===== src/rtl/sel_accumulator.sv =====
// Six-bit wrapping accumulator that adds or subtracts the sum of two 3-bit operands
// each clock, with a sticky carry/borrow flag.
module sel_accumulator (
  input  logic       clk,
  input  logic       i_rst_n,
  input  logic [2:0] i_data1,
  input  logic [2:0] i_data2,
  input  logic [1:0] i_sel,
  output logic [5:0] o_data,
  output logic       o_overflow
);

  localparam logic [1:0] OP_ADD   = 2'b00;
  localparam logic [1:0] OP_SUB   = 2'b01;
  localparam logic [1:0] OP_HOLD  = 2'b10;
  localparam logic [1:0] OP_CLEAR = 2'b11;

  logic [5:0] acc;
  logic       ovf;
  logic [3:0] op_sum;
  logic [6:0] res;
  logic [5:0] acc_next;
  logic       ovf_next;

  // Bit 6 of the 7-bit result is the carry-out on add and the borrow on subtract.
  function automatic logic [6:0] acc_add(input logic [5:0] a, input logic [3:0] s);
    return {1'b0, a} + {3'b000, s};
  endfunction

  function automatic logic [6:0] acc_sub(input logic [5:0] a, input logic [3:0] s);
    return {1'b0, a} - {3'b000, s};
  endfunction

  assign op_sum = {1'b0, i_data1} + {1'b0, i_data2};

  always_comb begin
    acc_next = acc;
    ovf_next = ovf;
    res      = 7'd0;
    case (i_sel)
      OP_ADD: begin
        res      = acc_add(acc, op_sum);
        acc_next = res[5:0];
        ovf_next = ovf | res[6];
      end
      OP_SUB: begin
        res      = acc_sub(acc, op_sum);
        acc_next = res[5:0];
        ovf_next = ovf | res[6];
      end
      OP_HOLD: begin
        acc_next = acc;
        ovf_next = ovf;
      end
      OP_CLEAR: begin
        acc_next = 6'd0;
        ovf_next = 1'b0;
      end
      default: begin
        acc_next = acc;
        ovf_next = ovf;
      end
    endcase
  end

  always_ff @(posedge clk or negedge i_rst_n) begin
    if (!i_rst_n) begin
      acc <= 6'd0;
      ovf <= 1'b0;
    end else begin
      acc <= acc_next;
      ovf <= ovf_next;
    end
  end

  assign o_data     = acc;
  assign o_overflow = ovf;

endmodule


===== config.mk =====
export PLATFORM = sky130hd
export DESIGN_NAME = sel_accumulator
export DESIGN_NICKNAME = d
export VERILOG_FILES = /design/src/rtl/sel_accumulator.sv
export SDC_FILE = /design/constraint.sdc
export NUM_CORES = 1
export LEC_CHECK = 0
export ABC_CLOCK_PERIOD_IN_PS = 2460
export CORE_MARGIN = 5
export CORE_UTILIZATION = 40
export CTS_CLUSTER_SIZE = 8
export DETAILED_ROUTE_END_ITERATION = 6
export GPL_TIMING_DRIVEN = 0
export PLACE_DENSITY_LB_ADDON = 0.1
export SYNTH_ARGS = -nofsm -noshare
export SYNTH_HDL_FRONTEND = slang
export SYNTH_SLANG_ARGS = --single-unit

===== constraint.sdc =====
create_clock -name clk -period 2.46 [get_ports clk]
set_clock_uncertainty 0.1 [all_clocks]
set_input_delay 0.246 -clock clk [delete_from_list [all_inputs] [get_ports clk]]
set_output_delay 0.246 -clock clk [all_outputs]
set_load 0.005 [all_outputs]

==> results of run 1 <==
## per-stage QoR
step	setup slack, ps	TNS [ps]	utilization [%]	total power [W]	cell area (um^2)
after floorplan	206.3	0	-	0.0005654	807.0
after CTS	12.64	0	54.83	0.0009263	1065
after global placement	-367.3	-1545	51.55	0.0007601	1001
final	51.14	0	60.95	0.001071	1184
after detailed placement	-388.7	-1669	51.55	0.0007672	1001
after global routing	-10.38	-10.38	60.95	0.001172	1184
## worst paths after layout
kind                                    to  slack [ps]  cells past startpoint
worst max-delay path             o_data[5]          50                      9
worst min-delay path             o_data[4]         170                      1
worst max register to register   o_data[4]         520                      7
worst min register to register   o_data[3]         460                      2
max in group asynchronous       o_overflow        1820                      1
min in group clk                 o_data[3]         460                      2
## cells by family after synthesis
family	Yosys count	share of synthesized area, %
buf+inv	11	5.271
fa+ha+maj	15	26.05
mux	3	3.876
simple gates	28	19.38
compound gates	25	21.55
xor+xnor	2	2.171
flops	7	21.71
## timing repair
action | 4_1_cts | 5_1_grt
resized for setup | 7 | 25
setup buffers | 1 | 3
pin swaps | 2 | 10
endpoints found under the hold margin | 0 | 0
hold buffers | 0 | 0
endpoints found under the setup margin | 3 | 4
## power by group
part / switching [W] / internal [W] / leakage [nW]
Combinational: 0.000332 / 0.000394 / 0.384
Sequential: 0.0000686 / 0.000163 / 0.0887
Clock: 0.0000519 / 0.0000625 / 0.0150
Total: 0.000452 / 0.000619 / 0.488
## metal layers
| layer | part of all wire [%] | up-vias | wire length [um] | track usage, % |
|---|---|---|---|---|
| met3 | 3.6 | 2 | 73 | 4.826 |
| met2 | 47 | 11 | 938 | 23.03 |
| met4 | 0.30 | 0 | 6 | 2.429 |
| met1 | 49 | 359 | 984 | 22.42 |
| li1 | - | 379 | - | - |
| met5 | 0 | - | 0 | 0 |
## flip-flops by register name, summed over array words and instances (netlist names)
| name | cells |
|---|---|
| o_data | 6 |
| o_overflow | 1 |
## worst max-delay path, delay by kind of cell
kind	cells	cell delay (ps)
adder cells (fa/ha/maj)	3	900
AND/OR/NAND/NOR	3	710
buffers and inverters	1	410
XOR/XNOR	1	180
AO/OA/AOI/OAI	1	50
## layout by cell type (no fill, tap or decap), types with 3 or more instances in the layout
cell | Yosys | layout
o22ai_1 | 3 | 3
clkdlybuf4s50_1 | 0 | 14
buf_4 | 0 | 5
o21ai_0 | 4 | 3
ha_1 | 12 | 8
nor2b_1 | 5 | 4
inv_1 | 8 | 6
clkbuf_1 | 2 | 3
fa_2 | 0 | 3
nor2_1 | 5 | 4
nand2_1 | 5 | 5
dfrtp_1 | 7 | 7
ha_4 | 0 | 3
clkbuf_4 | 0 | 3
## cell type report
class | instances | area, um^2
fillers | 176 | 758.2
clock buffers | 4 | 26.28
multi-input cells | 73 | 708.2
inverters | 8 | 30.03
flip-flops and latches | 7 | 175.2
repair buffers | 20 | 195.2
plain buffers | 3 | 15.01
well taps | 27 | 33.78
==> qor.json, run 1 <==
{
  "run_status": "completed",
  "vias": 751,
  "ys_seq_area_share_pct": 21.71,
  "cts_made_buffers": 3,
  "finalSetupViolCount": 0,
  "powerDensity_nw_per_um2": 905.1,
  "clk_path_buf_depth": 2,
  "n_antenna_cell": 0,
  "die_width_um": 54.92,
  "grt_antenna_before_repair": 0,
  "cells_along_the_critical_path": "clkdlybuf4s50_1 > ha_2 > fa_2 > xor2_4 > ha_4 > and2b_1 > a211oi_2 > or4b_1 > nand4_1",
  "worst_pin_slew_ps": 506.8,
  "clk-insertion-delay-late_ps": 260,
  "start_util_pct": 41.56,
  "post_synth_num_cell_types": 40,
  "worstPathMaxFanout": 7,
  "worst_slew_margin_rel_pct": 66.21,
  "cts.sink_count": 7,
  "minimum_clock_period_after_layout_ps": 2409,
  "highest_delay_cell_along_the_critical_path": "or4b_1",
  "criticalPathCategory": "in2reg",
  "placementRows": 16,
  "wl_per_cell_um": 14.11,
  "worst_path_required_ps": 2560,
  "synth_common_cells": "ha_1, inv_1, dfrtp_1",
  "viasPerCell": 5.289,
  "timing.fmax_mhz": 415.1,
  "synthesis.instances": 91,
  "finalHoldWorstSlack_ps": 165.1,
  "yosys-top-cells-area": "dfrtp_1, ha_1, fa_1",
  "post-place-cells": 134,
  "overflow": 0,
  "final_layout_size_suffix_gt1_share_pct": 25.22,
  "place_congestion": 0.8146,
  "area_of_the_die_um2": 3016,
  "synth_most_common_cell": "ha_1",
  "crit_start": "i_data2[0]",
  "min-delay-path-class": "in2async",
  "port_buffers": 16,
  "critical_path.endpoint_type": "register",
  "design.final.nets": 141,
  "final_antenna_net_count": 0,
  "timing.critical_path.slowest_cell_delay_ps": 460,
  "instances_no_fill": 142,
  "synth_enable_flop_cells": 0,
  "maxCapViolCount": 0,
  "detail_route.first_pass.iterations": 3,
  "ys_dominant_reg_cell": "dfrtp_1",
  "r2r-start": "o_data[0]",
  "synthesis.area_per_instance_um2": 8.868,
  "design.core.area_um2": 1942,
  "floorplan.io_pins": 17,
  "global_route_wire_length_before_repair_um": 3360,
  "critPathArrivalTime_ps": 2510,
  "netlist.top_cell.by_area": "dfrtp_1",
  "syn2layout_area_growth_pct": 46.67,
  "drc": 0,
  "track_usage_pct": 15.56,
  "netlist.area_leader.share_pct": 21.71,
  "hold_viol": 0,
  "netlist_area_um2": 807.0,
  "yosys_register_bits": 7,
  "final-max-slew-violation-count": 0,
  "synth_nets": 116,
  "worst_ir_drop_vdd_mv": 0.5751,
  "level_count_of_the_clock_h_tree": 1,
  "leakage_component_of_the_power_nw": 0.4881,
  "clock_tree.root_cell": "clkbuf_4",
  "clk_pin_slew_ps": 60,
  "routed_wl_um": 2003,
  "tritoncts": "built",
  "die_height_um": 54.92,
  "via_count_of_the_first_global_routing_pass": 718,
  "place_hpwl_um": 1510,
  "ys_warn_count": 0,
  "start_kind": "input port",
  "final_min_period_over_clock_period_pct": 97.92,
  "synth-async-reset-ratio_pct": 100.0,
  "detail_route.iter0.violations": 11,
  "grt_max_degree": 11
}
(Power assumes the default switching activity.)
==> run 2: changes to the inputs <==
- ABC_AREA: unset -> 1
==> run 2 against run 1 <==
  * Register-to-register slack better by 240 ps
  * Power decreased by 1.8%
  * Routed wire length down 0.25%
  * Combinational power is 1% lower
  * Clock-buffer cell count did not move
  * Final cell count increased by 19%
  * Global-route usage decreased by 2.3 points
  * Critical path depth rose by 3
  * Synthesized cell count increased by 34%
  * Clock power down 4%
  * Sequential cell count unchanged
  * Setup slack improved by 99 ps
  * Critical endpoint is now o_data[4]
  * Largest cell class unchanged
  * Highest routed layer unchanged
==> qor.json, run 2 <==
{
  "overflow": {"value": 0, "change": "unchanged"},
  "clock_tree.root_cell": {"value": "clkbuf_4", "change": "unchanged"},
  "share_comb_of_total_power": {"value": 67.9, "unit": "%", "change": "was 67.7%"},
  "sw_frac_of_total": {"value": 46.47, "unit": "%", "change": "was 42.21%"},
  "layout.cells.most_common_list": {"value": "nand2_1, clkdlybuf4s50_1, inv_1, nand3_1, nor2_1", "change": "was clkdlybuf4s50_1, ha_1, dfrtp_1, inv_1"},
  "viasPerCell": {"value": 4.917, "change": "was 5.289"},
  "final_common_cell": {"value": "nand2_1", "change": "was clkdlybuf4s50_1"},
  "path_delay_family": {"value": "adder cells", "change": "unchanged"},
  "cells_along_the_critical_path": {"value": "clkdlybuf4s50_1 > ha_2 > fa_2 > inv_1 > fa_1 > inv_2 > nand3_1 > nand2_2 > nand2_1 > o21ai_1 > nand3_1 > nand2_1", "change": "was clkdlybuf4s50_1 > ha_2 > fa_2 > xor2_4 > ha_4 > and2b_1 > a211oi_2 > or4b_1 > nand4_1"},
  "synth-async-reset-ratio": {"value": 100.0, "unit": "%", "change": "unchanged"},
  "timing.fmax": {"value": 432.9, "unit": "MHz", "change": "was 415.1 MHz"},
  "powerDensity": {"value": 935.5, "unit": "nW/um^2", "change": "was 905.1 nW/um^2"},
  "netlist.area_leader.share": {"value": 20.71, "unit": "%", "change": "was 21.71%"},
  "ys_seq_area_share": {"value": 20.71, "unit": "%", "change": "was 21.71%"},
  "sequentialPowerShare": {"value": 21.7, "unit": "%", "change": "was 21.6%"},
  "place_hpwl": {"value": 1595, "unit": "um", "change": "was 1510 um"},
  "grt_max_degree": {"value": 9, "change": "was 11"},
  "minimum_clock_period_after_layout": {"value": 2310, "unit": "ps", "change": "was 2409 ps"},
  "fin_setup_tns": {"value": 0, "unit": "ps", "change": "unchanged"},
  "syn2layout_area_growth": {"value": 32.99, "unit": "%", "change": "was 46.67%"},
  "global_route_wire_length_before_repair": {"value": 3408, "unit": "um", "change": "was 3360 um"},
  "cp.buffers_inverters": {"value": 3, "change": "was 1"},
  "worst_pin_slew": {"value": 340.2, "unit": "ps", "change": "was 506.8 ps"},
  "port_buffers": {"value": 15, "change": "was 16"},
  "ys_dominant_reg_cell": {"value": "dfrtp_1", "change": "unchanged"},
  "drc": {"value": 0, "change": "unchanged"},
  "finalSetupViolCount": {"value": 0, "change": "unchanged"},
  "min-delay-path-class": {"value": "in2async", "change": "unchanged"},
  "placementRows": {"value": 16, "change": "unchanged"},
  "clkPwrFrac": {"value": 10.3, "unit": "%", "change": "was 10.7%"},
  "design.final.nets": {"value": 168, "change": "was 141"},
  "die_width": {"value": 55.99, "unit": "um", "change": "was 54.92 um"},
  "ys_warn_count": {"value": 0, "change": "unchanged"},
  "design.core.area": {"value": 1982, "unit": "um^2", "change": "was 1942 um^2"},
  "final-max-slew-violation-count": {"value": 0, "change": "unchanged"},
  "synth_enable_flop_cells": {"value": 0, "change": "unchanged"},
  "critical_path.endpoint_type": {"value": "register", "change": "unchanged"},
  "criticalPathCategory": {"value": "in2reg", "change": "unchanged"},
  "post_synth_num_cell_types": {"value": 26, "change": "was 40"},
  "synthesis.instances": {"value": 122, "change": "was 91"},
  "level_count_of_the_clock_h_tree": {"value": 1, "change": "unchanged"},
  "die_height": {"value": 55.99, "unit": "um", "change": "was 54.92 um"},
  "clk_path_buf_depth": {"value": 2, "change": "unchanged"},
  "wl_per_cell": {"value": 11.82, "unit": "um", "change": "was 14.11 um"},
  "start_util": {"value": 42.68, "unit": "%", "change": "was 41.56%"},
  "worst_path_required": {"value": 2560, "unit": "ps", "change": "about the same"},
  "tritoncts": {"value": "built", "change": "unchanged"},
  "detail_route.first_pass.iterations": {"value": 4, "change": "was 3"},
  "yosys-top-cells-area": {"value": "dfrtp_1, ha_1, nand2_1", "change": "was dfrtp_1, ha_1, fa_1"},
  "final_layout_size_suffix_gt1_share": {"value": 17.61, "unit": "%", "change": "was 25.22%"},
  "area_of_the_die": {"value": 3134, "unit": "um^2", "change": "was 3016 um^2"},
  "maxCapViolCount": {"value": 0, "change": "unchanged"},
  "fillers": {"value": 205, "change": "was 176"},
  "netlist_area": {"value": 845.8, "unit": "um^2", "change": "was 807.0 um^2"},
  "worst_slew_margin_rel": {"value": 77.25, "unit": "%", "change": "was 66.21%"},
  "final_antenna_net_count": {"value": 0, "change": "unchanged"},
  "internal-power": {"value": 0.0005633, "unit": "W", "change": "was 0.0006191 W"},
  "synth_most_common_cell": {"value": "nand2_1", "change": "was ha_1"},
  "fin_area": {"value": 1125, "unit": "um^2", "change": "was 1184 um^2"},
  "place_congestion": {"value": 0.8495, "change": "was 0.8146"},
  "worstPathMaxFanout": {"value": 3, "change": "was 7"},
  "fin_util": {"value": 56.76, "unit": "%", "change": "was 60.95%"},
  "yosys_register_bits": {"value": 7, "change": "unchanged"},
  "n_antenna_cell": {"value": 0, "change": "unchanged"},
  "grt_antenna_before_repair": {"value": 0, "change": "unchanged"},
  "worst_ir_drop_vdd": {"value": 0.5262, "unit": "mV", "change": "was 0.5751 mV"},
  "floorplan.io_pins": {"value": 17, "change": "unchanged"},
  "detail_route.iter0.violations": {"value": 18, "change": "was 11"},
  "setup_repair_after_global_routing_missed_its_margin": "false",
  "largest_register_ff_count": {"value": 6, "change": "unchanged"},
  "synthesis.area_per_instance": {"value": 6.933, "unit": "um^2", "change": "was 8.868 um^2"},
  "netlist.top_cell.by_area": {"value": "dfrtp_1", "change": "unchanged"},
  "vias": {"value": 831, "change": "was 751"},
  "track_usage": {"value": 13.29, "unit": "%", "change": "was 15.56%"},
  "start_kind": {"value": "input port", "change": "unchanged"},
  "cts_made_buffers": {"value": 3, "change": "unchanged"},
  "clk-insertion-delay-late": {"value": 260, "unit": "ps", "change": "about the same"},
  "synth_common_cells": {"value": "nand2_1, inv_1, nand3_1", "change": "was ha_1, inv_1, dfrtp_1"},
  "via_count_of_the_first_global_routing_pass": {"value": 774, "change": "was 718"},
  "synth_nets": {"value": 147, "change": "was 116"},
  "clk_pin_slew": {"value": 60, "unit": "ps", "change": "about the same"},
  "routed_wl": {"value": 1998, "unit": "um", "change": "was 2003 um"},
  "hold_viol": {"value": 0, "change": "unchanged"},
  "cts-hold-fix-buffers": {"value": 0, "change": "unchanged"},
  "placedInstanceArea": {"value": 1030, "unit": "um^2", "change": "was 1001 um^2"},
  "critPathArrivalTime": {"value": 2410, "unit": "ps", "change": "was 2510 ps"},
  "cts.sink_count": {"value": 7, "change": "unchanged"},
  "p_switching": {"value": 0.0004889, "unit": "W", "change": "was 0.0004522 W"},
  "leakage_component_of_the_power": {"value": 0.5552, "unit": "nW", "change": "was 0.4881 nW"},
  "run_status": {"value": "completed", "change": "unchanged"},
  "highest_delay_cell_along_the_critical_path": {"value": "fa_2", "change": "was or4b_1"},
  "timing.critical_path.slowest_cell_delay": {"value": 570, "unit": "ps", "change": "was 460 ps"},
  "final_min_period_over_clock_period": {"value": 93.91, "unit": "%", "change": "was 97.92%"}
}
[run 2: cells by family after synthesis]
kind of cell,Yosys count,synth area share (%)
and+or+nand+nor,64,33.73
buffers and inverters,22,9.910
adders and majority gates,15,24.85
AOI/OAI and AO/OA,13,9.763
DFF,7,20.71
xor gates and xnor gates,1,1.036
[run 2: worst register-to-register path: stages (launching register included)]
cell and delay, ps:
dfrtp_1 370, inv_1 80, ha_1 240, fa_2 380
o21ai_2 210, nand2_1 70, nand2_1 60, nand3_1 60
nand2_1 80
[run 2: stage by stage]
step | power [W] | std cells | setup slack, ps | hold WS (ps)
floorplan | 0.0006701 | 122 | 271.5 | -149.6
global placement | 0.0008709 | 164 | -296.4 | 439.6
detailed placement | 0.0008808 | 164 | -325.9 | 437.5
CTS | 0.0009953 | 168 | 14.64 | 166.1
global route | 0.001171 | 169 | 0.2474 | 170.8
finish | 0.001052 | 169 | 149.8 | 151.7
[run 2: path summary, 6_finish.rpt]
check	startpoint	to	slack, ps	depth (start not counted)
max	i_data1[0]	o_data[4]	150	12
min	i_rst_n	o_data[0]	150	1
max reg2reg	o_data[0]	o_data[4]	760	8
min reg2reg	o_data[5]	o_data[5]	480	2
max in group asynchronous	i_rst_n	o_data[5]	1850	1
min in group clk	i_sel[0]	o_data[4]	280	4
[run 2: per-layer routing]
| metal | part of all wire (%) | up-vias | global-route usage [%] |
|---|---|---|---|
| li1 | - | 439 | - |
| met1 | 47 | 374 | 17.55 |
| met2 | 48 | 14 | 21.54 |
| met3 | 3.8 | 4 | 2.784 |
| met4 | 1.5 | 0 | 4.068 |
| met5 | 0 | - | 0 |
[run 2: layout make-up]
type                    count  area (um^2)  share of cell area [%]
well taps                  27        33.78                   3.003
repair buffers             16        157.7                   14.02
multi-input cells          93        648.1                   57.62
clock buffers               4        26.28                   2.336
flip-flops and latches      7        175.2                   15.57
inverters                  21        78.83                   7.008
plain buffers               1        5.005                  0.4449
[run 2: what timing repair did]
action,4_1_cts,5_1_grt
gates cloned,0,0
pin swaps,0,3
gates resized for setup,1,11
setup buffers,0,1
endpoints found under the setup margin,2,4
[run 2: power by group through the flow]
stage / Sequential, W / Clock (W) / Combinational [W]
final: 0.000229 / 0.000109 / 0.000715
after global routing: 0.000238 / 0.000118 / 0.000815
after CTS: 0.000221 / 0.000108 / 0.000666
after detailed placement: 0.000223 / 0 / 0.000658
after global placement: 0.000222 / 0 / 0.000649
after floorplan: 0.000214 / 0 / 0.000456
